<file path="src/rtl/imp_ln_pkg.sv">
// ---------------------------------------------------------------------------
// imp_ln_pkg
// Shared definitions for the improved LayerNorm datapath: the mean unit state
// encoding and helpers that derive the accumulator widths from the sample
// width and the vector length.
// ---------------------------------------------------------------------------
package imp_ln_pkg;

    typedef enum logic [1:0] {
        ST_IDLE = 2'd0,
        ST_ACC  = 2'd1,
        ST_DIV  = 2'd2,
        ST_OUT  = 2'd3
    } state_e;

    // Signed sum of n samples of data_w bits never needs more than this.
    function automatic int acc_w_f(input int data_w, input int n);
        return data_w + $clog2(n);
    endfunction

    // Unsigned sum of n squares of data_w-bit two's complement samples.
    function automatic int sq_w_f(input int data_w, input int n);
        return 2 * data_w - 1 + $clog2(n);
    endfunction

endpackage

</file>
<file path="src/rtl/imp_seq_divu.sv">
// ---------------------------------------------------------------------------
// imp_seq_divu
// Unsigned restoring divider, one quotient bit per clock, fixed iteration
// count equal to DVD_W. Pulsing start loads the operands; done pulses for one
// cycle when the quotient is final. The remainder is dropped.
// Ports:
//   i_clk, i_rstn : clock, asynchronous active-low reset
//   start         : load dividend/divisor and begin
//   dividend      : DVD_W-bit unsigned dividend
//   divisor       : DVS_W-bit unsigned non-zero divisor
//   busy          : iterations in progress
//   done          : one-cycle pulse, quotient valid
//   quotient      : low QUO_W bits of the quotient
// ---------------------------------------------------------------------------
module imp_seq_divu #(
    parameter int DVD_W = 12,
    parameter int DVS_W = 4,
    parameter int QUO_W = 9
) (
    input  logic             i_clk,
    input  logic             i_rstn,
    input  logic             start,
    input  logic [DVD_W-1:0] dividend,
    input  logic [DVS_W-1:0] divisor,
    output logic             busy,
    output logic             done,
    output logic [QUO_W-1:0] quotient
);

    localparam int IC_W = $clog2(DVD_W + 1);
    localparam logic [IC_W-1:0] IC_LOAD = IC_W'(DVD_W);
    localparam logic [IC_W-1:0] IC_ONE  = IC_W'(1);

    logic [DVD_W-1:0] quo_r;
    logic [DVS_W-1:0] rem_r;
    logic [DVS_W-1:0] dvs_r;
    logic [IC_W-1:0]  itr_r;
    logic             busy_r;
    logic             done_r;

    logic [DVS_W:0]   rem_sh_s;
    logic [DVS_W-1:0] rem_nxt_s;
    logic [DVD_W-1:0] quo_nxt_s;

    // One restoring step: shift in the next dividend bit, subtract if it fits.
    // The remainder stays below the divisor, so the low DVS_W bits of the
    // difference are exact.
    always_comb begin
        rem_sh_s = {rem_r, quo_r[DVD_W-1]};
        if (rem_sh_s >= {1'b0, dvs_r}) begin
            rem_nxt_s = rem_sh_s[DVS_W-1:0] - dvs_r;
            quo_nxt_s = {quo_r[DVD_W-2:0], 1'b1};
        end else begin
            rem_nxt_s = rem_sh_s[DVS_W-1:0];
            quo_nxt_s = {quo_r[DVD_W-2:0], 1'b0};
        end
    end

    // Operand load, iteration and completion pulse.
    always_ff @(posedge i_clk or negedge i_rstn) begin
        if (!i_rstn) begin
            quo_r  <= '0;
            rem_r  <= '0;
            dvs_r  <= '0;
            itr_r  <= '0;
            busy_r <= 1'b0;
            done_r <= 1'b0;
        end else begin
            done_r <= 1'b0;
            if (start) begin
                quo_r  <= dividend;
                rem_r  <= '0;
                dvs_r  <= divisor;
                itr_r  <= IC_LOAD;
                busy_r <= 1'b1;
            end else if (busy_r) begin
                quo_r <= quo_nxt_s;
                rem_r <= rem_nxt_s;
                itr_r <= itr_r - IC_ONE;
                if (itr_r == IC_ONE) begin
                    busy_r <= 1'b0;
                    done_r <= 1'b1;
                end else begin
                    busy_r <= 1'b1;
                end
            end else begin
                busy_r <= 1'b0;
            end
        end
    end

    assign busy     = busy_r;
    assign done     = done_r;
    assign quotient = quo_r[QUO_W-1:0];

endmodule

</file>
<file path="src/rtl/imp_mean_unit.sv">
// ---------------------------------------------------------------------------
// imp_mean_unit
// Streaming mean of N signed samples. Samples arrive over a valid/ready
// channel, are summed, and the sum magnitude is divided by N in a sequential
// restoring divider; the sign is reapplied so the mean truncates toward zero.
// The result is held on a valid/ready output until consumed.
// Optional build macro IMP_MEAN_EX2_EN adds the mean of squares on o_ex2,
// computed by a second divider running in lockstep (longer latency).
// Ports:
//   i_clk, i_rstn : clock, asynchronous active-low reset
//   i_valid/o_ready/i_x : sample input channel
//   o_valid/i_ready     : result output channel
//   o_ex   : signed mean, truncated toward zero
//   o_ex2  : unsigned floor mean of squares (IMP_MEAN_EX2_EN only)
//   o_busy : high whenever not idle
// ---------------------------------------------------------------------------
module imp_mean_unit
    import imp_ln_pkg::*;
#(
    parameter int DATA_W = 9,
    parameter int N      = 8
) (
    input  logic                     i_clk,
    input  logic                     i_rstn,
    input  logic                     i_valid,
    output logic                     o_ready,
    input  logic signed [DATA_W-1:0] i_x,
    output logic                     o_valid,
    input  logic                     i_ready,
    output logic signed [DATA_W-1:0] o_ex,
`ifdef IMP_MEAN_EX2_EN
    output logic [2*DATA_W-2:0]      o_ex2,
`endif
    output logic                     o_busy
);

    localparam int CNT_W = $clog2(N + 1);
    localparam int ACC_W = acc_w_f(DATA_W, N);
`ifdef IMP_MEAN_EX2_EN
    localparam int SQ_W  = sq_w_f(DATA_W, N);
    localparam int ITER  = SQ_W;
`else
    localparam int ITER  = ACC_W;
`endif
    localparam logic [CNT_W-1:0] CNT_ONE  = CNT_W'(1);
    localparam logic [CNT_W-1:0] LAST_CNT = CNT_W'(N - 1);
    localparam logic [CNT_W-1:0] DIVISOR  = CNT_W'(N);

    state_e                    state_r;
    state_e                    state_nxt_s;
    logic signed [ACC_W-1:0]   acc_r;
    logic [CNT_W-1:0]          cnt_r;
    logic signed [DATA_W-1:0]  ex_r;

    logic                      ready_s;
    logic                      accept_s;
    logic                      last_s;
    logic                      div_fin_s;
    logic signed [ACC_W-1:0]   sx_s;
    logic signed [ACC_W-1:0]   acc_nxt_s;
    logic [ACC_W-1:0]          acc_abs_s;
    logic                      div_busy_s;
    logic                      div_done_s;
    logic [DATA_W-1:0]         div_quo_s;

`ifdef IMP_MEAN_EX2_EN
    logic [SQ_W-1:0]           sq_r;
    logic [2*DATA_W-2:0]       ex2_r;
    logic signed [2*DATA_W-1:0] sq_prod_s;
    logic [SQ_W-1:0]           sq_add_s;
    logic [SQ_W-1:0]           sq_nxt_s;
    logic                      sq_busy_s;
    logic                      sq_done_s;
    logic [2*DATA_W-2:0]       sq_quo_s;
`endif

    // Input handshake, running sum and the magnitude handed to the divider.
    // The divider is started on the accept of the Nth sample, using the sum
    // that includes it, so no extra load cycle is spent.
    always_comb begin
        sx_s = {{(ACC_W - DATA_W){i_x[DATA_W-1]}}, i_x};
        case (state_r)
            ST_IDLE: ready_s = 1'b1;
            ST_ACC:  ready_s = 1'b1;
            default: ready_s = 1'b0;
        endcase
        accept_s = i_valid && ready_s;
        if (state_r == ST_IDLE) begin
            acc_nxt_s = sx_s;
        end else begin
            acc_nxt_s = acc_r + sx_s;
        end
        last_s = accept_s && (state_r == ST_ACC) && (cnt_r == LAST_CNT);
        if (acc_nxt_s[ACC_W-1]) begin
            acc_abs_s = -acc_nxt_s;
        end else begin
            acc_abs_s = acc_nxt_s;
        end
    end

`ifdef IMP_MEAN_EX2_EN
    // Square of the incoming sample and the next sum of squares.
    always_comb begin
        sq_prod_s = i_x * i_x;
        sq_add_s  = SQ_W'($unsigned(sq_prod_s));
        if (state_r == ST_IDLE) begin
            sq_nxt_s = sq_add_s;
        end else begin
            sq_nxt_s = sq_r + sq_add_s;
        end
    end

    // Both dividers share length and start, so they finish together.
    always_comb begin
        div_fin_s = div_done_s && !div_busy_s && sq_done_s && !sq_busy_s;
    end
`else
    // Divider completion.
    always_comb begin
        div_fin_s = div_done_s && !div_busy_s;
    end
`endif

    // State register.
    always_ff @(posedge i_clk or negedge i_rstn) begin
        if (!i_rstn) begin
            state_r <= ST_IDLE;
        end else begin
            state_r <= state_nxt_s;
        end
    end

    // Next-state logic.
    always_comb begin
        state_nxt_s = state_r;
        case (state_r)
            ST_IDLE: begin
                if (accept_s) state_nxt_s = ST_ACC;
                else          state_nxt_s = ST_IDLE;
            end
            ST_ACC: begin
                if (last_s) state_nxt_s = ST_DIV;
                else        state_nxt_s = ST_ACC;
            end
            ST_DIV: begin
                if (div_fin_s) state_nxt_s = ST_OUT;
                else           state_nxt_s = ST_DIV;
            end
            ST_OUT: begin
                if (i_ready) state_nxt_s = ST_IDLE;
                else         state_nxt_s = ST_OUT;
            end
            default: state_nxt_s = ST_IDLE;
        endcase
    end

    // Accumulator, sample count and result registers. The quotient magnitude
    // is at most 2^(DATA_W-1), so its low DATA_W bits negate correctly even
    // for the most negative mean.
    always_ff @(posedge i_clk or negedge i_rstn) begin
        if (!i_rstn) begin
            acc_r <= '0;
            cnt_r <= '0;
            ex_r  <= '0;
        end else begin
            if (accept_s) begin
                acc_r <= acc_nxt_s;
                if (state_r == ST_IDLE) cnt_r <= CNT_ONE;
                else                    cnt_r <= cnt_r + CNT_ONE;
            end else begin
                acc_r <= acc_r;
                cnt_r <= cnt_r;
            end
            if ((state_r == ST_DIV) && div_fin_s) begin
                if (acc_r[ACC_W-1]) ex_r <= -div_quo_s;
                else                ex_r <= div_quo_s;
            end else begin
                ex_r <= ex_r;
            end
        end
    end

    imp_seq_divu #(
        .DVD_W (ITER),
        .DVS_W (CNT_W),
        .QUO_W (DATA_W)
    ) u_div_ex (
        .i_clk    (i_clk),
        .i_rstn   (i_rstn),
        .start    (last_s),
        .dividend (ITER'(acc_abs_s)),
        .divisor  (DIVISOR),
        .busy     (div_busy_s),
        .done     (div_done_s),
        .quotient (div_quo_s)
    );

`ifdef IMP_MEAN_EX2_EN
    // Sum of squares, loaded on the first sample, and its mean.
    always_ff @(posedge i_clk or negedge i_rstn) begin
        if (!i_rstn) begin
            sq_r  <= '0;
            ex2_r <= '0;
        end else begin
            if (accept_s) sq_r <= sq_nxt_s;
            else          sq_r <= sq_r;
            if ((state_r == ST_DIV) && div_fin_s) ex2_r <= sq_quo_s;
            else                                  ex2_r <= ex2_r;
        end
    end

    imp_seq_divu #(
        .DVD_W (SQ_W),
        .DVS_W (CNT_W),
        .QUO_W (2 * DATA_W - 1)
    ) u_div_ex2 (
        .i_clk    (i_clk),
        .i_rstn   (i_rstn),
        .start    (last_s),
        .dividend (sq_nxt_s),
        .divisor  (DIVISOR),
        .busy     (sq_busy_s),
        .done     (sq_done_s),
        .quotient (sq_quo_s)
    );

    assign o_ex2 = ex2_r;
`endif

    assign o_ready = ready_s;
    assign o_valid = (state_r == ST_OUT);
    assign o_busy  = (state_r != ST_IDLE);
    assign o_ex    = ex_r;

endmodule

</file>
<file path="config.mk">
export PLATFORM = sky130hd
export DESIGN_NAME = imp_mean_unit
export DESIGN_NICKNAME = d
export VERILOG_FILES = /design/src/rtl/imp_ln_pkg.sv /design/src/rtl/imp_seq_divu.sv /design/src/rtl/imp_mean_unit.sv
export SDC_FILE = /design/constraint.sdc
export NUM_CORES = 1
export LEC_CHECK = 0
export CAP_MARGIN = 30
export CORE_UTILIZATION = 52
export CTS_CLUSTER_SIZE = 12
export DETAILED_ROUTE_END_ITERATION = 16
export PLACE_DENSITY = 0.77
export REMOVE_ABC_BUFFERS = 1
export SYNTH_ARGS = -nofsm -noshare
export SYNTH_HDL_FRONTEND = slang
export SYNTH_SLANG_ARGS = --single-unit
</file>
<file path="constraint.sdc">
create_clock -name i_clk -period 5.64 [get_ports i_clk]
set_input_delay 1.41 -clock i_clk [delete_from_list [all_inputs] [get_ports i_clk]]
set_output_delay 1.41 -clock i_clk [all_outputs]
set_load 0.05 [all_outputs]
</file>
==> impl_metrics.csv <==
group,metric,value,unit
route,wire_per_inst,14.7,um
grt,global_route_wire_length_before_repair,11600,um
grt,antenna_found_initial,0,
floorplanning,start_util,0.537,
pwr,reg_power_frac,0.315,
grt,grt.busiest_layer,"met2",
route,route.final.wire_length,6580,um
clock_network,clk_pin_slew_worst_paths,0.09,ns
sta,totalNegativeSetupSlack,0,ns
logic_synthesis,yosysWarningCount,0,
clock_network,cts-resized-gates,0,
route,ant_nets,0,
pwr,combinationalPowerShare,0.574,
clock_network,cts.root.buffer_cell,"clkbuf_8",
logic_synthesis,synth-compound-area-share,0.210,
place,detailed_place_hpwl,4810,um
clock_network,cts_tree,"done",
floorplanning,placeableCoreArea,5920,um2
clock_network,cts.sinks,50,
sta,report.final.hold_viol_count,0,
final_layout,antennaDiodeCount,0,
pwr,p_leak,1.57,nW
floorplanning,io-pin-count,25,
pwr,p_clk_frac,0.111,
logic_synthesis,synth_mux_area_frac,0.0515,
logic_synthesis,postSynth.topFlopCell,"dfrtp_1",
place,dp_worst_setup_slack,0.946,ns
critical_path,worst_ep_arrival_time,4.62,ns
pwr,worst_ir_drop_vdd,328,uV
grt,grtUsageMet3,0.0420,
critical_path,timing.critical_path.from_type,"input pin",
logic_synthesis,post_synthesis_simple_gate_area_fraction,0.184,
pwr,pwr_density_cell,558,nW/um2
pwr,power.net_switching,0.904,mW
logic_synthesis,post_synthesis_share_of_cell_area_spent_on_full_adders_half_adders_and_majority_gates,0.0731,
logic_synthesis,synthArstFlopShare,1.00,
worst_hold_path,hp-class,"reg -> reg",
sta,timing_worst_slew_pin_value,0.930,ns
floorplanning,die_area,6440,um2
logic_synthesis,synth_cells,351,
sta,min_period_over_period,0.781,
critical_path,setup.worst_path.class,"in -> reg",
logic_synthesis,synth_area,3180,um2
critical_path,cp.required,5.86,ns
sta,timing.final.crit_period,4.41,ns
final_layout,final_layout_size_suffix_gt1_frac,0.0699,
clock_network,holdBufCountCts,0,
logic_synthesis,ys_seq_elements,50,
route,drtIter0Drc,129,
sta,finalClockSkew,0.00805,ns
route,drt_pass1_iterations,4,
final_layout,final_nets,402,
logic_synthesis,synth-edff-count,0,
pwr,power.switching_fraction,0.454,
sta,setup_viol,0,
pwr,p_int,1.09,mW
floorplanning,std_cell_rows,28,
logic_synthesis,synth_seq_area_share,0.393,
final_layout,fillerInstances,539,
route,route.detailed.vias_per_inst,5.78,
floorplanning,die_w,80.2,um
route,detailroute.via_count,2584,
outcome,run_status,"complete, no violations",
route,route.detailed.drc,0,
grt,track_usage,0.233,
grt,grtUsageMet2,0.384,
floorplanning,fp.dieH,80.2,um
clock_network,clockBufferDepth,2,
clock_network,cts_buffers,5,
place,numPortBuffers,24,
grt,grt_max_degree,51,
clock_network,insertion_delay,0.31,ns
place,globalplace.congestion,0.884,
clock_network,post-cts-setup-buffers,0,
logic_synthesis,synthXorXnorAreaFrac,0.0523,
grt,grt_pass1_vias,2492,
sta,slew_viol_final,0,
logic_synthesis,postSynthAreaPerCell,9.06,um2
sta,rsz0062_at_grt,"false",
critical_path,type_of_element_capturing_the_critical_path,"register",
grt,global_route.overflow_total,0,
sta,post-route-worst-setup-slack,1.23,ns
logic_synthesis,main_combinational_cell_family_by_area_after_synthesis,"compound AO/OA/AOI/OAI gates",
run,max-cap-violations,0,
grt,met1_usage,0.311,
final_layout,layout_overhead_on_the_synthesized_area,12.2,%
logic_synthesis,yosys_cell_types,57,
clock_network,h-tree-depth,2,
critical_path,cp_max_fo,5,
sta,fmax,0.227,GHz
sta,max-slew-margin-rel,0.378,
==> synthesized netlist by cell type (5+ instances only) <==
cell type,n,area [um2]
a211oi_1,13,97.6
a21oi_1,20,100
clkbuf_1,12,45.0
dfrtp_1,50,1250
ha_1,17,213
inv_1,12,45.0
mux2i_1,13,130
nand2_1,39,146
nor2_1,29,109
nor2b_1,6,37.5
nor3_1,7,35.0
o21ai_0,34,170
o31ai_1,5,37.5
xnor2_1,10,87.6
xor2_1,9,78.8
==> through the flow <==
stage	hold WS [ns]	total power [mW]	instances	utilization	area, um2
5_1_grt	0.532	2.20	447	0.603	3570
3_5_place_dp	0.476	1.77	439	0.587	3480
6_report	0.495	1.99	447	0.603	3570
4_1_cts	0.501	2.00	447	0.603	3570
3_3_place_gp	0.466	1.73	439	0.587	3480
2_1_floorplan	0.441	1.49	336	-	3120
==> power groups by stage <==
stage / clock network [mW] / logic, mW / registers [mW]
finish: 0.222 / 1.14 / 0.628
global route: 0.245 / 1.30 / 0.649
CTS: 0.227 / 1.14 / 0.628
detailed placement: 0 / 1.13 / 0.635
global placement: 0 / 1.10 / 0.627
floorplan: 0 / 0.868 / 0.619
==> sequential cells by signal, indices dropped and copies added (netlist names) <==
register and cells:
acc_r 12, cnt_r 4, o_ex 9, state_r 2, u_div_ex.busy 1, u_div_ex.done 1
u_div_ex.dvs_r 1, u_div_ex.itr_r 4, u_div_ex.quo_r 12, u_div_ex.rem_r 4
==> cell families (layout without fill, tap and decap cells) <==
| logic type | after synthesis | in the layout |
|---|---|---|
| and+or+nand+nor | 116 | 116 |
| DFF | 50 | 50 |
| AOI/OAI and AO/OA | 104 | 104 |
| muxes | 16 | 16 |
| adders and majority gates | 18 | 18 |
| buffers and inverters | 28 | 49 |
| xor gates and xnor gates | 19 | 19 |
==> worst max-delay path: stages <==
cell and delay [ns]:
clkdlybuf4s50_1 0.45, ha_1 0.26, fa_1 0.41, a211oi_1 0.45
o21bai_1 0.15, and4b_1 0.22, nor3_1 0.48, nand4b_1 0.19
a211oi_1 0.30, o22ai_1 0.14, a22oi_1 0.16
==> cells in the final DEF (no fill, tap or decap), types with 3 or more instances in the layout <==
cell type and instances:
a21oi_1 20, or3_1 3, o21ai_0 34, nand2_1 39
mux2i_1 13, buf_4 4, ha_1 17, xnor2_1 10
dfrtp_1 50, nor2b_1 6, nand4_1 3, and2_1 4
nand2b_1 3, a211oi_1 13, o211a_1 4, o31ai_1 5
a21o_1 3, inv_1 12, xor2_1 9, clkdlybuf4s50_1 23
nor3_1 7, clkbuf_8 6, mux2_2 3, nand3_1 3
nor2_1 29, o211ai_1 3
==> per-layer routing <==
layer  wire, um  vias up  part of all wire
met2       3110       39              0.47
met5          0        -                 0
met1       3190     1234              0.48
met4         83        0             0.013
li1           -     1305                 -
met3        196        6             0.030
==> final timing paths <==
path	startpoint	slack, ns	end	depth (start not counted)
max	i_x[0]	1.23	u_div_ex.quo_r[10]$_DFFE_PN0P_	11
min	acc_r[2]$_DFFE_PN0P_	0.49	acc_r[2]$_DFFE_PN0P_	2
max reg2reg	acc_r[0]$_DFFE_PN0P_	2.43	u_div_ex.quo_r[10]$_DFFE_PN0P_	10
min reg2reg	acc_r[2]$_DFFE_PN0P_	0.49	acc_r[2]$_DFFE_PN0P_	2
max in group asynchronous	i_rstn	4.01	u_div_ex.done$_DFF_PN0_	2
min in group asynchronous	i_rstn	1.20	cnt_r[1]$_DFFE_PN0P_	2
==> cell type report <==
class | count | area, um2 | share of cell area
clock buffer | 6 | 82.6 | 0.0231
clock inverter | 2 | 12.5 | 0.00350
inverter | 13 | 48.8 | 0.0137
multi-input combinational | 273 | 1820 | 0.509
sequential | 50 | 1250 | 0.350
tap | 75 | 93.8 | 0.0263
timing repair buffer | 28 | 265 | 0.0743
Power figures use the tool's default switching activity.
